$ cat src/rtl/mmio_pkg.sv
// Shared constants for the memory-mapped UART transmitter: register word
// offsets, STATUS bit positions and serializer states. Honours UART_TX_PARITY_EN.
package mmio_pkg;

    // Word offsets, i.e. adr[3:2]; offset 2'b11 is unmapped
    localparam logic [1:0] REG_TXDATA  = 2'd0;
    localparam logic [1:0] REG_STATUS  = 2'd1;
    localparam logic [1:0] REG_DIVISOR = 2'd2;

    localparam int unsigned STAT_BUSY      = 0;
    localparam int unsigned STAT_EMPTY     = 1;
    localparam int unsigned STAT_FULL      = 2;
    localparam int unsigned STAT_OVF       = 3;
    localparam int unsigned STAT_COUNT_LSB = 4;
    localparam int unsigned STAT_COUNT_W   = 4;

    typedef enum logic [2:0] {
        ST_IDLE   = 3'd0,
        ST_START  = 3'd1,
        ST_DATA   = 3'd2,
`ifdef UART_TX_PARITY_EN
        ST_PARITY = 3'd3,
`endif
        ST_STOP   = 3'd4
    } tx_state_t;

    // A bit time shorter than two clocks is not supported by the serializer
    function automatic logic [15:0] clamp_div(input logic [15:0] v);
        return (v < 16'd2) ? 16'd2 : v;
    endfunction

endpackage

$ cat src/rtl/byte_fifo.sv
// Synchronous FIFO with occupancy count; a push to a full FIFO is accepted
// only when a pop happens in the same cycle.
module byte_fifo #(
    parameter int unsigned WIDTH = 8,
    parameter int unsigned DEPTH = 4
) (
    input  logic                     clk,
    input  logic                     rst,
    input  logic                     push,
    input  logic                     pop,
    input  logic [WIDTH-1:0]         wr_data,
    output logic [WIDTH-1:0]         rd_data,
    output logic                     full,
    output logic                     empty,
    output logic [$clog2(DEPTH):0]   count
);

    localparam int unsigned AW = $clog2(DEPTH);
    localparam logic [AW:0]   FULL_CNT = (AW+1)'(DEPTH);
    localparam logic [AW:0]   CNT_ONE  = (AW+1)'(1);
    localparam logic [AW-1:0] PTR_ONE  = AW'(1);

    logic [WIDTH-1:0] mem_q [DEPTH];
    logic [WIDTH-1:0] mem_d [DEPTH];
    logic [AW-1:0]    wr_ptr_q, wr_ptr_d;
    logic [AW-1:0]    rd_ptr_q, rd_ptr_d;
    logic [AW:0]      count_q, count_d;
    logic             push_ok, pop_ok;

    assign empty   = (count_q == '0);
    assign full    = (count_q == FULL_CNT);
    assign pop_ok  = pop & ~empty;
    assign push_ok = push & (~full | pop_ok);
    assign rd_data = mem_q[rd_ptr_q];
    assign count   = count_q;

    always_comb begin
        mem_d    = mem_q;
        wr_ptr_d = wr_ptr_q;
        rd_ptr_d = rd_ptr_q;
        count_d  = count_q;
        if (push_ok) begin
            mem_d[wr_ptr_q] = wr_data;
            wr_ptr_d        = wr_ptr_q + PTR_ONE;
        end
        if (pop_ok) begin
            rd_ptr_d = rd_ptr_q + PTR_ONE;
        end
        unique case ({push_ok, pop_ok})
            2'b10:   count_d = count_q + CNT_ONE;
            2'b01:   count_d = count_q - CNT_ONE;
            default: count_d = count_q;
        endcase
    end

    always_ff @(posedge clk or posedge rst) begin
        if (rst) begin
            mem_q    <= '{default: '0};
            wr_ptr_q <= '0;
            rd_ptr_q <= '0;
            count_q  <= '0;
        end else begin
            mem_q    <= mem_d;
            wr_ptr_q <= wr_ptr_d;
            rd_ptr_q <= rd_ptr_d;
            count_q  <= count_d;
        end
    end

endmodule

$ cat src/rtl/uart_tx_mmio.sv
// Memory-mapped UART transmitter: TXDATA/STATUS/DIVISOR window, byte FIFO and
// 8N1 serializer. Define UART_TX_PARITY_EN to insert an even-parity bit.
module uart_tx_mmio #(
    parameter logic [31:0] BASE_ADDR    = 32'hFFFF_0000,
    parameter int unsigned CLKS_PER_BIT = 16,
    parameter int unsigned FIFO_DEPTH   = 4
) (
    input  logic        clk,
    input  logic        reset,
    input  logic [31:0] adr,
    input  logic [31:0] writedata,
    input  logic        memwrite,
    output logic        io_hit,
    output logic [31:0] io_readdata,
    output logic        txd,
    output logic        tx_busy
);

    import mmio_pkg::*;

    localparam int unsigned CW = $clog2(FIFO_DEPTH) + 1;
    localparam logic [15:0] DIV_RST = 16'(CLKS_PER_BIT);

    logic [1:0]    reg_sel;
    logic          wr_txdata, wr_status, wr_div;
    logic          fifo_pop, fifo_full, fifo_empty;
    logic [CW-1:0] fifo_count;
    logic [7:0]    fifo_rd_data;
    logic [31:0]   status_word;
    logic          bit_end, load;
    logic          unused_bits;

    logic [15:0] div_q, div_d;
    logic        ovf_q, ovf_d;
    tx_state_t   state_q, state_d;
    logic [15:0] cnt_q, cnt_d;
    logic [15:0] div_lat_q, div_lat_d;
    logic [7:0]  shift_q, shift_d;
    logic [2:0]  bit_idx_q, bit_idx_d;
    logic        txd_q, txd_d;
`ifdef UART_TX_PARITY_EN
    logic        parity_q, parity_d;
`endif

    assign reg_sel     = adr[3:2];
    assign io_hit      = (adr[31:4] == BASE_ADDR[31:4]) && (reg_sel != 2'b11);
    assign wr_txdata   = memwrite & io_hit & (reg_sel == REG_TXDATA);
    assign wr_status   = memwrite & io_hit & (reg_sel == REG_STATUS);
    assign wr_div      = memwrite & io_hit & (reg_sel == REG_DIVISOR);
    assign unused_bits = ^{adr[1:0], writedata[31:16]};

    byte_fifo #(
        .WIDTH (8),
        .DEPTH (FIFO_DEPTH)
    ) u_fifo (
        .clk     (clk),
        .rst     (reset),
        .push    (wr_txdata),
        .pop     (fifo_pop),
        .wr_data (writedata[7:0]),
        .rd_data (fifo_rd_data),
        .full    (fifo_full),
        .empty   (fifo_empty),
        .count   (fifo_count)
    );

    assign tx_busy = (state_q != ST_IDLE) | ~fifo_empty;
    assign txd     = txd_q;

    always_comb begin
        status_word                                   = '0;
        status_word[STAT_BUSY]                        = tx_busy;
        status_word[STAT_EMPTY]                       = fifo_empty;
        status_word[STAT_FULL]                        = fifo_full;
        status_word[STAT_OVF]                         = ovf_q;
        status_word[STAT_COUNT_LSB +: STAT_COUNT_W]   = 4'(fifo_count);
        io_readdata = '0;
        if (io_hit) begin
            case (reg_sel)
                REG_STATUS:  io_readdata = status_word;
                REG_DIVISOR: io_readdata = {16'b0, div_q};
                default:     io_readdata = '0;
            endcase
        end
    end

    always_comb begin
        div_d = div_q;
        if (wr_div) begin
            div_d = clamp_div(writedata[15:0]);
        end
        ovf_d = ovf_q;
        if (wr_status) begin
            ovf_d = 1'b0;
        end
        if (wr_txdata && fifo_full && !fifo_pop) begin
            ovf_d = 1'b1;
        end
    end

    assign bit_end = (cnt_q == div_lat_q - 16'd1);

    // txd is registered from the next state so each bit lasts exactly div_lat_q clocks
    always_comb begin
        state_d   = state_q;
        div_lat_d = div_lat_q;
        shift_d   = shift_q;
        bit_idx_d = bit_idx_q;
        txd_d     = txd_q;
        cnt_d     = (state_q == ST_IDLE || bit_end) ? 16'd0 : cnt_q + 16'd1;
        fifo_pop  = 1'b0;
        load      = 1'b0;
`ifdef UART_TX_PARITY_EN
        parity_d  = parity_q;
`endif
        unique case (state_q)
            ST_IDLE: begin
                txd_d = 1'b1;
                if (!fifo_empty) begin
                    load = 1'b1;
                end
            end
            ST_START: begin
                if (bit_end) begin
                    state_d   = ST_DATA;
                    bit_idx_d = 3'd0;
                    txd_d     = shift_q[0];
                end
            end
            ST_DATA: begin
                if (bit_end) begin
                    shift_d = {1'b0, shift_q[7:1]};
                    if (bit_idx_q == 3'd7) begin
`ifdef UART_TX_PARITY_EN
                        state_d = ST_PARITY;
                        txd_d   = parity_q;
`else
                        state_d = ST_STOP;
                        txd_d   = 1'b1;
`endif
                    end else begin
                        bit_idx_d = bit_idx_q + 3'd1;
                        txd_d     = shift_q[1];
                    end
                end
            end
`ifdef UART_TX_PARITY_EN
            ST_PARITY: begin
                if (bit_end) begin
                    state_d = ST_STOP;
                    txd_d   = 1'b1;
                end
            end
`endif
            ST_STOP: begin
                if (bit_end) begin
                    if (!fifo_empty) begin
                        load = 1'b1;
                    end else begin
                        state_d = ST_IDLE;
                        txd_d   = 1'b1;
                    end
                end
            end
            default: begin
                state_d = ST_IDLE;
                txd_d   = 1'b1;
            end
        endcase
        if (load) begin
            fifo_pop  = 1'b1;
            shift_d   = fifo_rd_data;
            div_lat_d = div_q;
            cnt_d     = 16'd0;
            state_d   = ST_START;
            txd_d     = 1'b0;
`ifdef UART_TX_PARITY_EN
            parity_d  = ^fifo_rd_data;
`endif
        end
    end

    always_ff @(posedge clk or posedge reset) begin
        if (reset) begin
            div_q     <= DIV_RST;
            ovf_q     <= 1'b0;
            state_q   <= ST_IDLE;
            cnt_q     <= '0;
            div_lat_q <= DIV_RST;
            shift_q   <= '0;
            bit_idx_q <= '0;
            txd_q     <= 1'b1;
`ifdef UART_TX_PARITY_EN
            parity_q  <= 1'b0;
`endif
        end else begin
            div_q     <= div_d;
            ovf_q     <= ovf_d;
            state_q   <= state_d;
            cnt_q     <= cnt_d;
            div_lat_q <= div_lat_d;
            shift_q   <= shift_d;
            bit_idx_q <= bit_idx_d;
            txd_q     <= txd_d;
`ifdef UART_TX_PARITY_EN
            parity_q  <= parity_d;
`endif
        end
    end

endmodule

$ cat config.mk
export PLATFORM = sky130hd
export DESIGN_NAME = uart_tx_mmio
export DESIGN_NICKNAME = d
export VERILOG_FILES = /design/src/rtl/mmio_pkg.sv /design/src/rtl/byte_fifo.sv /design/src/rtl/uart_tx_mmio.sv
export SDC_FILE = /design/constraint.sdc
export NUM_CORES = 1
export LEC_CHECK = 0
export BUFFER_PORTS_ARGS = -buffer_cell sky130_fd_sc_hd__buf_2
export CAP_MARGIN = 0
export CORE_MARGIN = 4
export CORE_UTILIZATION = 61
export DETAILED_ROUTE_END_ITERATION = 10
export PLACE_DENSITY_LB_ADDON = 0.25
export SETUP_SLACK_MARGIN = 0.2
export SLEW_MARGIN = 20
export SYNTH_ARGS = -nofsm -noshare
export SYNTH_HDL_FRONTEND = slang
export SYNTH_SLANG_ARGS = --single-unit
$ cat constraint.sdc
create_clock -name clk -period 6.5 [get_ports clk]
set_clock_uncertainty 0.15 [all_clocks]
set_input_delay 1.95 -clock clk [delete_from_list [all_inputs] [get_ports clk]]
set_output_delay 1.95 -clock clk [all_outputs]
set_load 0.05 [all_outputs]
======== After elaboration in Yosys (flattened, before gate mapping) ========
Cells that the tools add are included.
word-level totals
  output and inout bits ................... 35
  bits in registers ....................... 103
  logic and storage cells ................. 117
  input port bits ......................... 67
operators by class
  bitwise logic cells ..................... 12
  equal/unequal tests ..................... 21
  mux-type cells .......................... 39
  $lt $le $gt $ge ......................... 4
  $add $sub $neg .......................... 7
  reduce and logical (&&, ||, !) cells .... 19
operators with widths
  cell                                                         count
  two-way mux 16 bit                                           4
  two-way mux 8 bit                                            6
  bitwise mux 32 bit                                           1
  one-hot mux 16 bit (2 select lines)                          1
  == test 28 bit, second input constant                        1
  two-way mux 3 bit                                            9
  adder 16 x 1 -> 16 bit, second input constant                1
  binary-select mux 8 bit (select 2 bit)                       1
  demux 8 bit (select 2 bit)                                   1
  == test 16 bit                                               1
  less-than comparator 16 x 2 -> 1 bit, second input constant  1
  subtractor 16 x 1 -> 16 bit, second input constant           1
  != test 3 bit, second input constant                         5
  one-hot mux 3 bit (2 select lines)                           2
  one-hot mux 3 bit (4 select lines)                           1
  two-way mux 1 bit                                            11
  != test 2 bit, second input constant                         5
  nonzero test 2 bit                                           5
  == test 3 bit, second input constant                         3
  AND reduction 4 bit                                          2
  adder 3 x 1 -> 3 bit, second input constant                  2
  bitwise AND 1 bit                                            6
  >= comparator 3 bit, second input constant                   2
  logical NOT 3 bit                                            2
  other kinds (19)                                             28

======== Depth between registers and ports, before layout ========
Gate-level depths: netlist (run 1).
  word-level depth ........................ 10
  depth in mapped cells ................... 18
  mapped depth without buffers ............ 16

======== Hierarchy ========
Synthesis (run 1) repeated with hierarchy kept, for this count alone.
second synthesis, totals
  cell total of the unflattened synthesis .. 489
  area, all modules ....................... 5550.3 um^2
by module, submodules not included
  module        cells each  instances  sequential area each (um^2)  area an instance (um^2)
  uart_tx_mmio  373         1          1605.3                       3744.8
  byte_fifo     116         1          975.9                        1805.5

======== Least setup slack after synthesis (run 1) ========
OpenSTA, ideal clock, no wires.
  path kind ............................... input to output
  from .................................... in adr[5]
  to ...................................... out io_readdata[10]
  arrival time ............................ 3.880 ns
  path slack .............................. 0.520 ns
  path buffers ............................ 1
  data required time ...................... 4.400 ns
  cell stages on the path ................. 5
  cell sequence ........................... nor4_1 nand3b_1 nor4_1 clkbuf_1 and3_1
on the way
  cells in the longest elaborated chain, start to end .. 3
RTL lines
  element             line                text
  from (decl)         uart_tx_mmio.sv:10  input logic [31:0] adr,
  == test 28 bit      uart_tx_mmio.sv:46  assign io_hit = (adr[31:4] == BASE_ADDR[31:4]) && (reg_sel != 2'b11);
  logical AND 1 bit   uart_tx_mmio.sv:46
  net io_hit          uart_tx_mmio.sv:13  output logic io_hit,
  two-way mux 16 bit  uart_tx_mmio.sv:78  if (io_hit) begin
  to (decl)           uart_tx_mmio.sv:14  output logic [31:0] io_readdata,
The timed path passes the listed nets, and every way through them passes these cells.

======== Worst setup path in the final report (run 1) ========
  from .................................... in adr[5]
  to ...................................... out io_readdata[5]
on the way
  cells in the longest elaborated chain, start to end .. 3
RTL lines
  element             line
  == test 28 bit      uart_tx_mmio.sv:46
  logical AND 1 bit   uart_tx_mmio.sv:46
  two-way mux 16 bit  uart_tx_mmio.sv:78
Every way passes these cells.

==> flow_summary.json, run 1 <==
{
  "setup_tns_ps": 0,
  "period_needed_ps": 5860,
  "ant_nets": 0,
  "start_util_pct": 63.4,
  "layout-drive-gt1-share_pct": 26.1,
  "p_leak_nw": 3.17,
  "via_count": 4087,
  "fp.dieArea_sq_um": 10800,
  "worst_pin_slew_ps": 857,
  "critPathKind": "in -> out",
  "synth_ff_type": "dfrtp_1",
  "synth_area_sq_um": 5610,
  "core_area_sq_um": 8850,
  "period_share_pct": 90.1,
  "worstPathRequired_ps": 4400,
  "cap_violations": 0,
  "viasPerCell": 5.82,
  "seq_area_frac_synth_pct": 46.0,
  "postCtsSetupRepairBufs": 0,
  "n_antenna_cell": 0,
  "async_reset_ff_share_pct": 100,
  "cts_resized": 0,
  "max-clock-path-buffers": 2,
  "reg2reg_from": "div_lat_q[0]",
  "register_area_sq_um": 2580,
  "die_y_um": 104,
  "die_x_um": 104,
  "ff2ff_setup_slack_ps": 1790,
  "synthCells": 534,
  "fmax_mhz": 171,
  "ir_worst_vdd_mv": 0.130,
  "maxSlewHeadroom_pct": 42.3,
  "cp-end-kind": "output pin",
  "fin_nets": 670,
  "grt_max_degree": 57,
  "grt_pass1_wl_mm": 20.5,
  "grt_overflow": 0,
  "rsz0062_at_grt": "no",
  "cts-root-buf": "clkbuf_8",
  "drc": 0,
  "utilization_pct": 69.4,
  "r2r_cells": 14,
  "antenna_found_initial": 0,
  "maxSlewViolCount": 0,
  "hold_end": "div_lat_q[4]",
  "cts_tree": "done",
  "fillCellCount": 676,
  "grt_pass1_vias": 4125,
  "synth.distinct_cells": 57,
  "synth_edf_count": 0,
  "worstHoldStart": "div_q[4]",
  "initialDrtViolationCount": 175,
  "hpwl_mm": 8.81,
  "cts_buffers": 9,
  "yosys_warnings": 0,
  "gp_congestion": 0.802,
  "cellPowerDensity_nw_per_um2": 179,
  "reg2reg_to": "u_fifo.count[2]",
  "critPathArrivalTime_ps": 3760,
  "start_kind": "primary input",
  "detail_route.wl_per_cell_um": 16.9,
  "ios": 102,
  "hold_depth": 2,
  "worst-path-max-fanout": 13,
  "drt_pass1_iterations": 4,
  "htreeDepth": 3,
  "cts_hold_buf": 0,
  "synth_seq_cells": 103,
  "num_rows": 34,
  "hold_path.class": "reg -> reg",
  "insertion_delay_ps": 370,
  "status": "finished clean",
  "multi_input_area_sq_um": 2780,
  "clock_sinks": 103,
  "clk_pin_slew_ps": 110,
  "area.growth.synth_to_final_pct": 9.38,
  "grt_usage_pct": 23.2,
  "io_buffer_count": 67,
  "wl_mm": 11.9,
  "finalSetupViolCount": 0,
  "syn-mean-instance-area_sq_um": 10.5,
  "finalHoldViolations": 0
}
[worst max path at each step]
stage,from,to,depth (start not counted)
floorplan,adr[5],io_readdata[10],5
global placement,adr[5],io_readdata[5],8
detailed placement,adr[5],io_readdata[5],8
CTS,adr[5],io_readdata[5],8
global route,adr[5],io_readdata[5],8
finish,adr[5],io_readdata[5],8
[registers in the layout (all words and copies together) (netlist names), 2 cells and up]
name             cells
cnt_q               16
u_fifo.wr_ptr_q      2
div_lat_q           16
u_fifo.mem_q        32
state_q              3
div_q               16
bit_idx_q            3
u_fifo.count         3
shift_q              8
u_fifo.rd_ptr_q      2
[cells in the mapped netlist (4+ instances only)]
library cell  instances  share of area, %
xnor2_1              23               3.6
o21ai_0              13               1.2
buf_2                 4              0.36
mux4_2                8               3.2
a211oi_1              4              0.54
and3_1               14               1.6
a21oi_1              10              0.89
xor2_1               20               3.1
o211ai_4              4               1.5
nand2_1              63               4.2
mux2i_1               9               1.6
clkbuf_1             17               1.1
nor3_1               10              0.89
nand3_1              18               1.6
nand4_1              10               1.1
dfrtp_1             100                45
buf_4                16               2.1
inv_1                18               1.2
nor4_1               12               1.3
nor2_1               45               3.0
ha_1                 13               2.9
a22oi_1               7              0.94
mux2_2               43               8.6
mux2_1                4              0.80
[routing by layer]
layer / global-route usage (%) / vias up / part of all wire (%)
li1: - / 1943 / -
met1: 32.1 / 2000 / 45
met2: 37.4 / 126 / 48
met3: 4.35 / 18 / 5.3
met4: 7.22 / 0 / 1.8
met5: 0 / - / 0
[metrics by stage]
stage	hold slack [ps]	cell area (sq um)	total power [mW]	std cells	setup WS [ps]
after global placement	299	5940	0.711	686	729
after CTS	334	6140	1.11	702	676
after floorplan	290	5670	0.695	549	520
final	340	6140	1.10	702	643
after global routing	348	6140	1.15	702	488
after detailed placement	316	5940	0.713	686	698
[layout make-up]
type	instances	area share, %
multi-input combinational	385	45.3
sequential	103	42.0
timing repair buffer	71	5.95
tap	108	2.20
clock buffer	9	2.02
clock inverter	7	1.26
inverter	19	1.20
[kinds of logic after synthesis]
logic type	after synthesis	share of synthesized area [%]
simple gates	196	17.1
mux	64	14.2
other cells	1	0.0668
fa+ha+maj	14	3.25
buf+inv	61	5.51
flops	103	46.0
compound gates	52	7.11
xor+xnor	43	6.71
[critical path, cell delays in order]
cell      delay, ps
buf_2           100
nor4_1          300
nand3b_1        120
nor4_1          310
buf_4           220
nand2_1         210
nor2_1          250
buf_2           300
[layout by cell type (no fill, tap or decap), types with 3 or more instances in the layout]
| cell | Yosys | layout |
|---|---|---|
| clkbuf_8 | 0 | 9 |
| mux2i_1 | 9 | 9 |
| nand2_1 | 63 | 63 |
| xor2_1 | 20 | 20 |
| ha_1 | 13 | 13 |
| nand4_1 | 10 | 10 |
| buf_4 | 16 | 4 |
| mux2_1 | 4 | 4 |
| nor2_1 | 45 | 45 |
| dfstp_2 | 3 | 3 |
| dfrtp_1 | 100 | 100 |
| and3_1 | 14 | 14 |
| mux2_2 | 43 | 43 |
| or4_1 | 3 | 3 |
| a211oi_1 | 4 | 4 |
| o21ai_0 | 13 | 13 |
| a22oi_1 | 7 | 7 |
| xnor2_1 | 23 | 23 |
| and2_1 | 3 | 3 |
| mux4_2 | 8 | 8 |
| o211ai_4 | 4 | 4 |
| buf_2 | 4 | 67 |
| nor2b_1 | 3 | 3 |
| conb_1 | 1 | 16 |
| nor3_1 | 10 | 10 |
| nor4_1 | 12 | 12 |
| inv_1 | 18 | 17 |
| nand3_1 | 18 | 18 |
| a21oi_1 | 10 | 10 |
| or2_2 | 3 | 3 |
[power by group]
| part | switching, mW | internal [mW] | leakage, nW | total, mW |
|---|---|---|---|---|
| sequential | 0.00000000524 | 0.640 | 1.40 | 0.640 |
| clock | 0.249 | 0.152 | 0.0979 | 0.401 |
| combinational | 0.0459 | 0.0133 | 1.67 | 0.0592 |
| total | 0.295 | 0.806 | 3.17 | 1.10 |
(Power assumes the default switching activity.)
==> run 2: changes to the inputs <==
--- a/config.mk
+++ b/config.mk
@@ -8,11 +8,12 @@
 export BUFFER_PORTS_ARGS = -buffer_cell sky130_fd_sc_hd__buf_2
 export CAP_MARGIN = 0
 export CORE_MARGIN = 4
-export CORE_UTILIZATION = 61
+export CORE_UTILIZATION = 51
 export DETAILED_ROUTE_END_ITERATION = 10
 export PLACE_DENSITY_LB_ADDON = 0.25
 export SETUP_SLACK_MARGIN = 0.2
-export SLEW_MARGIN = 20
+export SLEW_MARGIN = 10
 export SYNTH_ARGS = -nofsm -noshare
 export SYNTH_HDL_FRONTEND = slang
+export SYNTH_HIERARCHICAL = 1
 export SYNTH_SLANG_ARGS = --single-unit
==> constraint.sdc (replaced) <==
create_clock -name clk -period 4.83 [get_ports clk]
set_clock_uncertainty 0.15 [all_clocks]
set_input_delay 1.449 -clock clk [delete_from_list [all_inputs] [get_ports clk]]
set_output_delay 1.449 -clock clk [all_outputs]
set_load 0.05 [all_outputs]
==> flow_summary.json, run 2 <==
{
  "status": "finished clean",
  "critPathArrivalTime_ps": 2980,
  "yosys.area.top_type": "dfrtp_1",
  "slowest_stage": "nor4b_1",
  "drc": 0,
  "cpMostUsedCell": "buf_2",
  "synthTopCellsByCount": "dfrtp_1 (100), mux2_2 (46), nor2_1 (34)",
  "die_y_um": 112,
  "n_antenna_cell": 0,
  "worst-path-max-fanout": 10,
  "synth_compound_gate_area_share_pct": 6.09,
  "syn-mean-instance-area_sq_um": 11.4,
  "cp_slowest_stage_delay_ps": 280,
  "cts_hold_buf": 0,
  "critPathKind": "in -> out",
  "reg2reg_from": "div_lat_q[0]",
  "maxSlewViolCount": 0,
  "synthSimpleGateAreaFrac_pct": 15.0,
  "period_share_pct": 94.7,
  "grt_usage_pct": 18.6,
  "synthMuxAreaShare_pct": 17.2,
  "top_register": "u_fifo/mem_q",
  "viasPerCell": 5.44,
  "layout-drive-gt1-share_pct": 31.8,
  "yosysTopAreaCellShare_pct": 45.1,
  "area.growth.synth_to_final_pct": 12.5,
  "via_count": 3805,
  "cp-end-kind": "output pin",
  "ios": 102,
  "cap_violations": 0,
  "async_reset_ff_share_pct": 100,
  "path_delay_family": "simple AND/OR/NAND/NOR gates",
  "fin_nets": 639,
  "htreeDepth": 3,
  "hold_depth": 1,
  "grt_pass1_wl_mm": 18.9,
  "cp_cell_sequence": "buf_2, nor4b_1, nand4_1, nor4_1, buf_4, buf_12, and3_2, buf_2",
  "finalHoldViolations": 0,
  "start_kind": "primary input",
  "hpwl_mm": 8.20,
  "antenna_found_initial": 0,
  "max-clock-path-buffers": 2,
  "synth_area_sq_um": 5550,
  "cts_buffers": 9,
  "grt_overflow": 0,
  "fillCellCount": 902,
  "synth.distinct_cells": 61,
  "cts-root-buf": "clkbuf_8",
  "p_leak_nw": 3.06,
  "start_util_pct": 53.0,
  "synth_ff_type": "dfrtp_1",
  "initialDrtViolationCount": 121,
  "yosys_warnings": 6,
  "io_buffer_count": 67,
  "synth_edf_count": 0,
  "rsz0062_at_grt": "no",
  "maxSlewHeadroom_pct": 28.7,
  "largest_reg_flops": 32,
  "fmax_mhz": 219,
  "layout_commonest_cell": "dfrtp_1",
  "synth_top_family_by_area": "multiplexers",
  "synth_seq_cells": 103,
  "cellPowerDensity_nw_per_um2": 244,
  "synthCells": 489,
  "cts_tree": "done",
  "setup_tns_ps": 0,
  "stdcell_count": 699,
  "reg2reg_to": "u_fifo/count[2]",
  "worst_pin_slew_ps": 1060,
  "ir_worst_vdd_mv": 0.154,
  "synth-xor-area-share_pct": 6.31,
  "hold_path.class": "reg -> reg",
  "seq_area_frac_synth_pct": 46.5,
  "placed_cell_area_sq_um": 5960,
  "gp_congestion": 0.840,
  "grt_max_degree": 49,
  "ff2ff_setup_slack_ps": 540,
  "worstHoldStart": "u_fifo/mem_q[31]",
  "grt_pass1_vias": 3810,
  "period_needed_ps": 4580,
  "num_rows": 37,
  "ant_nets": 0,
  "dp_cells": 680,
  "synthAdderAreaFrac_pct": 3.29,
  "synth.most_common_cell": "dfrtp_1",
  "clk_pin_slew_ps": 100,
  "final_cell_mix": "dfrtp_1 (100), buf_2 (56), mux2_2 (46), nor2_1 (33), nand2_1 (23)",
  "timing.critical_path.buf_inv": 4,
  "wl_mm": 11.1,
  "insertion_delay_ps": 390,
  "drt_pass1_iterations": 4,
  "detail_route.wl_per_cell_um": 15.8,
  "worstPathRequired_ps": 3230,
  "finalSetupViolCount": 0,
  "synth.area.top_cells": "dfrtp_1 (45%), mux2_2 (9.3%), mux2_1 (3.7%)",
  "core_area_sq_um": 10500,
  "hold_end": "u_fifo/mem_q[31]",
  "r2r_cells": 16,
  "fp.dieArea_sq_um": 12600,
  "stdcell_area_sq_um": 6250,
  "die_x_um": 112,
  "clock_sinks": 103
}
run 2: cell types whose count changed after synthesis, sizes merged, moves of 5 or more:
cell / delta
mux2i: -5
nand3: -7
nor2: -7
mux2: +18
clkbuf: -9
a32oi: +6
a21oi: -8
o21ai: +5
nand2: -39
inv: +6
run 2: logic make-up (layout without fill, tap and decap cells):
group | count (synthesis) | in the layout
compound gates | 49 | 49
xor+xnor | 40 | 40
fa+ha+maj | 14 | 14
buf+inv | 58 | 117
flops | 103 | 103
mux | 77 | 77
other cells | 1 | 16
simple gates | 147 | 147
run 2: area by class of cell:
cell class                 instances  area, sq um  area share [%]
clock buffer                      10          138            2.20
tap                              136          170            2.72
sequential                       103         2580            41.3
inverter                          25         93.8            1.50
clock inverter                     6         73.8            1.18
multi-input combinational        343         2740            43.9
timing repair buffer              76          447            7.15
run 2: timing repair:
action	4_1_cts	5_1_grt
endpoints found under the setup margin	7	16
gates resized for setup	7	8
pin swaps	0	1
hold endpoints to repair	0	0
buffers inserted	0	3
run 2: layer usage:
| metal | GRT usage [%] | vias to the layer above | wire length, um |
|---|---|---|---|
| met1 | 26.2 | 1863 | 5200 |
| met3 | 3.13 | 17 | 429 |
| li1 | - | 1850 | - |
| met2 | 29.1 | 75 | 5200 |
| met5 | 0 | - | 0 |
| met4 | 6.97 | 0 | 216 |
run 2: worst max-delay path by stage:
| stage | startpoint | to | slack, ps | cells past startpoint |
|---|---|---|---|---|
| 2_1_floorplan | adr[9] | io_readdata[0] | 80 | 5 |
| 3_3_place_gp | adr[9] | io_readdata[0] | 200 | 8 |
| 3_5_place_dp | adr[9] | io_readdata[3] | 180 | 8 |
| 4_1_cts | adr[12] | io_readdata[3] | 230 | 8 |
| 5_1_grt | adr[9] | io_readdata[12] | 200 | 8 |
| 6_report | adr[9] | io_readdata[14] | 250 | 8 |
run 2: per-stage QoR:
| step | setup slack (ps) | utilization [%] | total power [mW] | hold WS, ps |
|---|---|---|---|---|
| final | 255 | 59.7 | 1.52 | 339 |
| after global routing | 195 | 59.7 | 1.58 | 377 |
| after CTS | 226 | 59.1 | 1.54 | 348 |
| after detailed placement | 185 | 56.9 | 0.959 | 324 |
| after global placement | 198 | 56.9 | 0.958 | 313 |
| after floorplan | 76.1 | - | 0.936 | 303 |
run 2: report_power, final:
group,internal (mW),switching (mW)
clock network,0.261,0.318
registers,0.862,0.00000176
logic,0.0188,0.0614
run 2: worst reg2reg max path, delay by kind of cell (launching register included):
family,cells,cell delay [ps]
buffers and inverters,3,350
adders and majority gates,3,600
DFF,1,430
AOI/OAI and AO/OA,2,610
xor gates and xnor gates,2,290
and+or+nand+nor,6,1790
